===== src/rtl/caja_fuerte_secuencial_pkg.sv =====
// Shared types and widths for the sequential safe-lock keypad block.
package caja_fuerte_pkg;

   localparam int DIGIT_W   = 4;
   localparam int FALLOS_W  = 2;
   localparam int DIGITOS_W = 3;

   typedef enum logic [2:0] {
      IDLE,
      ENTRY,
      CHECK,
      OPEN,
      LOCKOUT
   } estado_t;

   function automatic int max_int(input int a, input int b);
      return (a > b) ? a : b;
   endfunction

endpackage


===== src/rtl/caja_fuerte_secuencial_if.sv =====
// Keypad-side inputs and bolt/alarm-side status outputs of the safe lock.
interface caja_fuerte_secuencial_if;
   import caja_fuerte_pkg::*;

   logic                 key_valid;
   logic [DIGIT_W-1:0]   key;
   logic                 clear;
   logic                 cerrar;
   logic                 abierta;
   logic                 alarma;
   logic                 ocupado;
   logic [FALLOS_W-1:0]  fallos;
   logic [DIGITOS_W-1:0] digitos;

   modport master (
      output key_valid, key, clear, cerrar,
      input  abierta, alarma, ocupado, fallos, digitos
   );

   modport slave (
      input  key_valid, key, clear, cerrar,
      output abierta, alarma, ocupado, fallos, digitos
   );

endinterface


===== src/rtl/caja_fuerte_secuencial_temporizador.sv =====
// Loadable down-counter shared by the open window and the lockout period.
module temporizador #(
   parameter int W = 4
) (
   input  logic         clk,
   input  logic         rst,
   input  logic         load,
   input  logic [W-1:0] load_value,
   input  logic         enable,
   output logic         zero
);

   logic [W-1:0] count;

   always_ff @(posedge clk or posedge rst) begin
      if (rst) begin
         count <= '0;
      end else if (load) begin
         count <= load_value;
      end else if (enable && (count != '0)) begin
         count <= count - W'(1);
      end
   end

   assign zero = (count == '0);

endmodule


===== src/rtl/caja_fuerte_secuencial.sv =====
// Keypad combination lock: collects digits, checks the code, opens for a
// bounded time or counts failures into a timed alarm lockout.
module caja_fuerte_secuencial
   import caja_fuerte_pkg::*;
#(
   parameter int                          N_DIGITS       = 4,
   parameter logic [DIGIT_W*N_DIGITS-1:0] CODE           = 16'h1234,
   parameter int                          MAX_FAIL       = 3,
   parameter int                          OPEN_CYCLES    = 8,
   parameter int                          LOCKOUT_CYCLES = 16
) (
   input logic                     clk,
   input logic                     rst,
   caja_fuerte_secuencial_if.slave bus
);

   localparam int CODE_W  = DIGIT_W * N_DIGITS;
   localparam int TIMER_W = $clog2(max_int(OPEN_CYCLES, LOCKOUT_CYCLES) + 1);

   localparam logic [TIMER_W-1:0]   OPEN_LOAD  = TIMER_W'(OPEN_CYCLES - 1);
   localparam logic [TIMER_W-1:0]   LOCK_LOAD  = TIMER_W'(LOCKOUT_CYCLES - 1);
   localparam logic [FALLOS_W-1:0]  FAIL_LIMIT = FALLOS_W'(MAX_FAIL);
   localparam logic [DIGITOS_W-1:0] LAST_KEY   = DIGITOS_W'(N_DIGITS - 1);

   estado_t              state, state_next;
   logic [CODE_W-1:0]    buffer, buffer_next;
   logic [DIGITOS_W-1:0] digitos, digitos_next;
   logic [FALLOS_W-1:0]  fallos, fallos_next, fallos_inc;
   logic                 timer_load, timer_enable, timer_zero;
   logic [TIMER_W-1:0]   timer_value;

   temporizador #(
      .W (TIMER_W)
   ) u_temporizador (
      .clk        (clk),
      .rst        (rst),
      .load       (timer_load),
      .load_value (timer_value),
      .enable     (timer_enable),
      .zero       (timer_zero)
   );

   assign fallos_inc = fallos + FALLOS_W'(1);

   always_ff @(posedge clk or posedge rst) begin
      if (rst) begin
         state   <= IDLE;
         buffer  <= '0;
         digitos <= '0;
         fallos  <= '0;
      end else begin
         state   <= state_next;
         buffer  <= buffer_next;
         digitos <= digitos_next;
         fallos  <= fallos_next;
      end
   end

   always_comb begin
      state_next   = state;
      buffer_next  = buffer;
      digitos_next = digitos;
      fallos_next  = fallos;
      timer_load   = 1'b0;
      timer_value  = OPEN_LOAD;
      timer_enable = 1'b0;

      case (state)
         IDLE: begin
            if (bus.key_valid) begin
               buffer_next  = CODE_W'(bus.key);
               digitos_next = DIGITOS_W'(1);
               state_next   = ENTRY;
            end
         end

         ENTRY: begin
            // An abort wins over a digit arriving in the same cycle.
            if (bus.clear) begin
               buffer_next  = '0;
               digitos_next = '0;
               state_next   = IDLE;
            end else if (bus.key_valid) begin
               buffer_next  = {buffer[CODE_W-DIGIT_W-1:0], bus.key};
               digitos_next = digitos + DIGITOS_W'(1);
               if (digitos == LAST_KEY) begin
                  state_next = CHECK;
               end
            end
         end

         CHECK: begin
            digitos_next = '0;
            if (buffer == CODE) begin
               fallos_next = '0;
               timer_load  = 1'b1;
               timer_value = OPEN_LOAD;
               state_next  = OPEN;
            end else begin
               fallos_next = fallos_inc;
               if (fallos_inc == FAIL_LIMIT) begin
                  timer_load  = 1'b1;
                  timer_value = LOCK_LOAD;
                  state_next  = LOCKOUT;
               end else begin
                  state_next = IDLE;
               end
            end
         end

         OPEN: begin
            timer_enable = 1'b1;
            if (timer_zero || bus.cerrar) begin
               state_next = IDLE;
            end
         end

         LOCKOUT: begin
            timer_enable = 1'b1;
            if (timer_zero) begin
               fallos_next = '0;
               state_next  = IDLE;
            end
         end

         default: state_next = IDLE;
      endcase
   end

   assign bus.abierta = (state == OPEN);
   assign bus.alarma  = (state == LOCKOUT);
   assign bus.ocupado = (state == CHECK) || (state == OPEN) || (state == LOCKOUT);
   assign bus.fallos  = fallos;
   assign bus.digitos = digitos;

endmodule


===== src/flat_wrapper.sv =====
// flat-port wrapper written by rule: the top's interface ports become plain ports
module caja_fuerte_secuencial_flat import caja_fuerte_pkg::*;
#(
   parameter int                          N_DIGITS       = 4,
   parameter logic [DIGIT_W*N_DIGITS-1:0] CODE           = 16'h1234,
   parameter int                          MAX_FAIL       = 3,
   parameter int                          OPEN_CYCLES    = 8,
   parameter int                          LOCKOUT_CYCLES = 16
)
  (clk, rst, bus_key_valid, bus_key, bus_clear, bus_cerrar, bus_abierta, bus_alarma, bus_ocupado, bus_fallos, bus_digitos);
  caja_fuerte_secuencial_if bus_i ();
  input logic clk;
  input logic rst;
  input wire logic [$bits(bus_i.key_valid)-1:0] bus_key_valid;
  input wire logic [$bits(bus_i.key)-1:0] bus_key;
  input wire logic [$bits(bus_i.clear)-1:0] bus_clear;
  input wire logic [$bits(bus_i.cerrar)-1:0] bus_cerrar;
  output wire logic [$bits(bus_i.abierta)-1:0] bus_abierta;
  output wire logic [$bits(bus_i.alarma)-1:0] bus_alarma;
  output wire logic [$bits(bus_i.ocupado)-1:0] bus_ocupado;
  output wire logic [$bits(bus_i.fallos)-1:0] bus_fallos;
  output wire logic [$bits(bus_i.digitos)-1:0] bus_digitos;
  assign bus_i.key_valid = bus_key_valid;
  assign bus_i.key = bus_key;
  assign bus_i.clear = bus_clear;
  assign bus_i.cerrar = bus_cerrar;
  assign bus_abierta = bus_i.abierta;
  assign bus_alarma = bus_i.alarma;
  assign bus_ocupado = bus_i.ocupado;
  assign bus_fallos = bus_i.fallos;
  assign bus_digitos = bus_i.digitos;
  caja_fuerte_secuencial #(.N_DIGITS(N_DIGITS), .CODE(CODE), .MAX_FAIL(MAX_FAIL), .OPEN_CYCLES(OPEN_CYCLES), .LOCKOUT_CYCLES(LOCKOUT_CYCLES)) u_core (.clk(clk), .rst(rst), .bus(bus_i));
endmodule

===== config.mk =====
export PLATFORM = sky130hd
export DESIGN_NAME = caja_fuerte_secuencial_flat
export DESIGN_NICKNAME = d
export VERILOG_FILES = /design/src/rtl/caja_fuerte_secuencial_pkg.sv /design/src/rtl/caja_fuerte_secuencial_if.sv /design/src/rtl/caja_fuerte_secuencial_temporizador.sv /design/src/rtl/caja_fuerte_secuencial.sv /design/src/flat_wrapper.sv
export SDC_FILE = /design/constraint.sdc
export NUM_CORES = 1
export LEC_CHECK = 0
export BUFFER_PORTS_ARGS = -buffer_cell sky130_fd_sc_hd__clkbuf_2
export CORE_MARGIN = 8
export CORE_UTILIZATION = 35
export DETAILED_ROUTE_END_ITERATION = 8
export HOLD_SLACK_MARGIN = 0.12
export PLACE_DENSITY = 0.63
export SLEW_MARGIN = 15
export SYNTH_ARGS = -nofsm -noshare
export SYNTH_HDL_FRONTEND = slang
export SYNTH_SLANG_ARGS = --single-unit
export TNS_END_PERCENT = 10

===== constraint.sdc =====
create_clock -name clk -period 2 [get_ports clk]
set_input_delay 0.3 -clock clk [delete_from_list [all_inputs] [get_ports clk]]
set_output_delay 0.3 -clock clk [all_outputs]
set_load 0.05 [all_outputs]

# After elaboration in Yosys (flattened, before gate mapping)
# Cells that the tools add are included.
totals:
  regBits: 29
  latchBits: 0
  ramBits: 0
  romBits: 0
  out_inout_bits: 8
  elab_cells: 64
  n_memories: 0
classes:
  n_addsub: 3
  mul: 0
  div_mod_pow: 0
  order_cmp: 0
  n_eq_ne: 12
  n_shift: 0
  muxes: 28
  bitwise_logic: 0
  reduce_logical: 16
op_table:
  columns: ["cell", "n"]
  rows:
  - ["16-bit 2-to-1 mux", 3]
  - ["16-bit case mux with 2 select lines", 1]
  - ["3-bit 2-to-1 mux", 10]
  - ["5-bit 2-to-1 mux", 4]
  - ["16-bit by 13-bit == test with 1-bit output (second input constant)", 1]
  - ["3-bit case mux with 5 select lines", 1]
  - ["3-bit by 2-bit == test with 1-bit output (second input constant)", 3]
  - ["3-bit case mux with 3 select lines", 1]
  - ["3-bit AND reduction", 2]
  - ["2-bit nonzero test", 3]
  - ["5-bit zero test", 1]
  - ["5-bit AND reduction", 1]
  - ["5-bit nonzero test", 1]
  - ["5-bit by 1-bit subtractor with 5-bit output (second input constant)", 1]
  - ["1-bit 2-to-1 mux", 4]
  - ["2-bit 2-to-1 mux", 2]
  - ["4-bit 2-to-1 mux", 1]
  - ["2-bit by 1-bit inequality test with 1-bit output (second input constant)", 2]
  - ["2-bit case mux with 2 select lines", 1]
  - ["3-bit by 1-bit adder with 3-bit output (second input constant)", 1]
  - ["3-bit by 1-bit == test with 1-bit output (second input constant)", 1]
  - ["3-bit == test (second input constant)", 1]
  - ["3-bit zero test", 1]
  - ["1-bit logical OR", 3]
  - ["other kinds (9)", 9]

# Depth between registers and ports, before layout
depth:
  depth_word: 6
  depth_mapped: 7
  ltp_nobuf: 6

# By module
# From an unflattened synthesis, not the netlist that was laid out.
unflattened:
  hier_cells: 163
  hier_area_um2: 1560.2
modules_own_cells:
  columns: ["mod", "instances", "cells_each", "area_per_inst_um2", "seq_area_each_um2"]
  rows:
  - ["caja_fuerte_secuencial", 1, 130, 1257.5, 600.6]
  - ["temporizador", 1, 33, 302.8, 125.1]

# Least setup slack after synthesis
# No wires, ideal clock.
synth_path:
  kind: "register -> register"
  startpoint: "register u_core.u_temporizador.count[0]"
  endpoint: "register u_core.state[0]"
  setup_time_ps: 125
  t_arrival_ps: 1730
  slack_ps: 145
  stages_incl_launch_ff: 7
  n_path_buf: 0
  synth_period_minus_slack_ps: 1855
  path_cell_list: "dfrtp_1 > inv_1 > ha_1 > or4b_4 > o21a_4 > a221oi_4 > mux2_4"
synth_via:
  elab_chain_len: 4
  word_cells_on_any_way: 5
  classes_between: "2 x eq/ne; 3 x reduce/logical"
synth_lines:
  columns: ["item", "line", "text"]
  rows:
  - ["start: declaration", "caja_fuerte_secuencial_temporizador.sv:13", "logic [W-1:0] count;"]
  - ["start signal: assignment", "caja_fuerte_secuencial_temporizador.sv:19", "count <= load_value;"]
  - ["start signal: assignment", "caja_fuerte_secuencial_temporizador.sv:21", "count <= count - W'(1);"]
  - ["5-bit zero test *", "caja_fuerte_secuencial_temporizador.sv:25", "assign zero = (count == '0);"]
  - ["1-bit logical OR", "caja_fuerte_secuencial.sv:113", "if (timer_zero || bus.cerrar) begin"]
  - ["2-bit by 1-bit inequality test with 1-bit output (no source line)", null, null]
  - ["5-bit AND reduction (no source line) *", null, null]
  - ["end signal: assignment", "caja_fuerte_secuencial.sv:52", "state <= state_next;"]
  - ["end: declaration", "caja_fuerte_secuencial.sv:25", "estado_t state, state_next;"]
# Every way passes the cells marked *; elsewhere a longest branch is shown, timed or not.
# A chain may end at the register's enable or synchronous reset.

# Worst setup path in the final report
# Same ends and word-level chain as after synthesis.

==> run summary <==
EDFF count, synth - 0
Area Growth Syn to Fin - 20.1%
initial antenna violation count - 0
commonest cells after routing, fill and taps aside - 34 x nand2_1, 29 x dfrtp_1, 19 x o21ai_0, 16 x clkbuf_2, 9 x inv_1
DIE AREA - 6550 sq um
CTS tree - yes
layout cells sized above 1 - 0.221
clk_lat worst skew - 0.28 ns
slowest cell delay on critical path - 0.50 ns
leakage power total - 0.807 nW
Synth Register Bits - 29
Nets - 193
Hold Vio Cnt, Final - 0
hold depth - 2
Gate Count Post-Synth - 155
core area - 4030 sq um
Clock Skew - 0.00926 ns
setup TNS - 0 ns
async set or reset register ratio after synthesis - 1.00
initial drt markers - 20
Hold Path Class - input pin to flip-flop
drt first pass iters - 4
largest net degree at the start of global routing - 30
distinct cell type count after synthesis - 40
clock-pin slew on the worst setup and hold paths - 0.06 ns
max-slew violation count - 0
CP Cell Sequence - inv_1 > ha_1 > or4b_4 > o21a_4 > a221oi_4 > mux2_4
Storage cell area - 726 sq um
Tot Pwr - 0.00265 W
Final setup viols - 0
class of the most critical setup path - flip-flop to flip-flop
final WL - 3220 um
r2r startpoint - u_core.u_temporizador.count[0]$_DFFE_PP0P_
H-tree depth - 2
fillcell total - 395
worst-margin pin slew - 0.485 ns
CTS sink cnt - 29
IO Count - 17
global-route wire length before repair - 5550 um
Reg2Reg Depth - 6
input/output buffers - 16
all-layer global routing usage - 0.108
crit path DAT - 2.12 ns
Antenna Nets Post-Route - 0
crit path max fanout - 4
# diodes - 0
CP endpoint kind - flip-flop
Tcrit/Tclk final - 0.978
CP required - 2.17 ns
clock tree buffer depth - 2
Num CTS Buffers - 5
Vias/cell - 5.07
Mapped Area - 1480 sq um
grt ovf - 0
min cycle time layout - 1.96 ns
DR WL/cell - 13.9 um
Max VDD drop - 0.000736 V
Initial Utilization - 0.366
Slowest-stage cell, CP - or4b_4
die width - 81.0 um
Post-DP HPWL - 2340 um
Peak Freq - 511 MHz
dpl cells - 220
syn_area_per_cell - 9.53 sq um
commonest non-fill, non-tap cell in the layout - nand2_1
DRC viols - 0
Reg2Reg Setup Slack - 0.04 ns
Hold Path Origin - bus_key[1]
final instance area - 1770 sq um
RSZ-0062 raised after global routing - no
outcome - complete, no violations
clock root buffer - clkbuf_8
Setup crit start kind - flip-flop
area of the multi-input gates - 681 sq um
Post-DP Area - 1630 sq um
predominant post-synthesis flop cell - dfrtp_1
Die Span Y - 81.0 um
Post-Syn Nets - 168
row count - 23
routed vias - 1,171
sequential fraction of the synthesis area - 0.492
final std cells w/o fill - 231
max_cap viols - 0
worst hold endpoint - u_core.buffer[1]$_DFFE_PP0P_
Synth Warn # - 0
worst reg2reg endpoint - u_core.state[0]$_DFFE_PP0P_
RD Place Congestion - 0.782
Relative slew margins - 0.676
vias in the first global route - 1,199
PwrDens - 1500 nW/um^2
## layer usage
| metal | track usage | part of all wire | vias to the layer above |
|---|---|---|---|
| met5 | 0 | 0 | - |
| met3 | 0.0419 | 0.036 | 6 |
| met4 | 0.0482 | 0.020 | 0 |
| li1 | - | - | 586 |
| met1 | 0.118 | 0.44 | 562 |
| met2 | 0.184 | 0.50 | 17 |
## kinds of logic after synthesis
group / after synthesis / synth area share
compound gates: 43 / 0.203
xor+xnor: 3 / 0.0178
fa+ha+maj: 4 / 0.0339
buf+inv: 17 / 0.0475
flops: 29 / 0.492
mux: 1 / 0.0102
simple gates: 58 / 0.196
## synthesized netlist by cell type, types with 2 or more instances
master / instances / area [sq um]
nand2_1: 34 / 128
dfrtp_1: 29 / 726
o21ai_0: 19 / 95.1
inv_1: 9 / 33.8
nor2_1: 6 / 22.5
a21oi_1: 5 / 25.0
clkbuf_1: 4 / 15.0
ha_1: 4 / 50.1
a21o_1: 3 / 22.5
a22o_1: 3 / 26.3
nand2b_1: 3 / 18.8
nor4b_1: 3 / 26.3
a211oi_1: 2 / 15.0
buf_2: 2 / 10.0
nor4bb_1: 2 / 20.0
o211ai_1: 2 / 15.0
xor2_1: 2 / 17.5
## registers in the layout (all words and copies together), names as in the netlist
register,count
u_core.bus.digitos,3
u_core.u_temporizador.count,5
u_core.buffer,16
u_core.bus.fallos,2
u_core.state,3
## through the flow
step           setup WS [ns]  utilization  hold slack, ns
2_1_floorplan          0.145            -           0.378
3_5_place_dp          0.0320        0.405           0.386
6_report              0.0444        0.440           0.252
3_3_place_gp           0.110        0.405           0.368
5_1_grt               0.0103        0.440           0.239
4_1_cts               0.0232        0.436           0.242
## how the worst max path moves through the flow
stage          slack (ns)  depth (start not counted)                                       start                           to
2_1_floorplan        0.15                          6  u_core.u_temporizador.count[0]$_DFFE_PP0P_  u_core.state[0]$_DFFE_PP0P_
3_3_place_gp         0.11                          6  u_core.u_temporizador.count[0]$_DFFE_PP0P_  u_core.state[0]$_DFFE_PP0P_
3_5_place_dp         0.03                          6  u_core.u_temporizador.count[0]$_DFFE_PP0P_  u_core.state[0]$_DFFE_PP0P_
4_1_cts              0.02                          6  u_core.u_temporizador.count[0]$_DFFE_PP0P_  u_core.state[0]$_DFFE_PP0P_
5_1_grt              0.01                          6  u_core.u_temporizador.count[0]$_DFFE_PP0P_  u_core.state[0]$_DFFE_PP0P_
6_report             0.04                          6  u_core.u_temporizador.count[0]$_DFFE_PP0P_  u_core.state[0]$_DFFE_PP0P_
## power breakdown
part / internal [W] / total [W] / switching [W]
registers: 0.000752 / 0.000895 / 0.000143
logic: 0.000425 / 0.00113 / 0.000708
clock network: 0.000406 / 0.000624 / 0.000219
total: 0.00158 / 0.00265 / 0.00107
## critical path, delay by kind of cell (launching register included)
kind	cells	cell delay [ns]
AOI/OAI and AO/OA	2	0.36
adders and majority gates	1	0.18
buffers and inverters	1	0.10
DFF	1	0.38
muxes	1	0.32
and+or+nand+nor	1	0.50
## repair_timing
| action | in CTS | in global routing |
|---|---|---|
| setup endpoints to repair | 0 | 1 |
| buffers inserted | 0 | 2 |
| endpoints found under the hold margin | 29 | 0 |
| resized for setup | 0 | 0 |
| hold buffers | 1 | 0 |
## cell type report
class,count,area share
sequential,29,0.409
multi-input combinational,109,0.384
timing repair buffer,25,0.0847
clock buffer,7,0.0487
tap,50,0.0353
inverter,10,0.0212
clock inverter,1,0.0169
No activity file was read; power rests on OpenSTA's default activity.
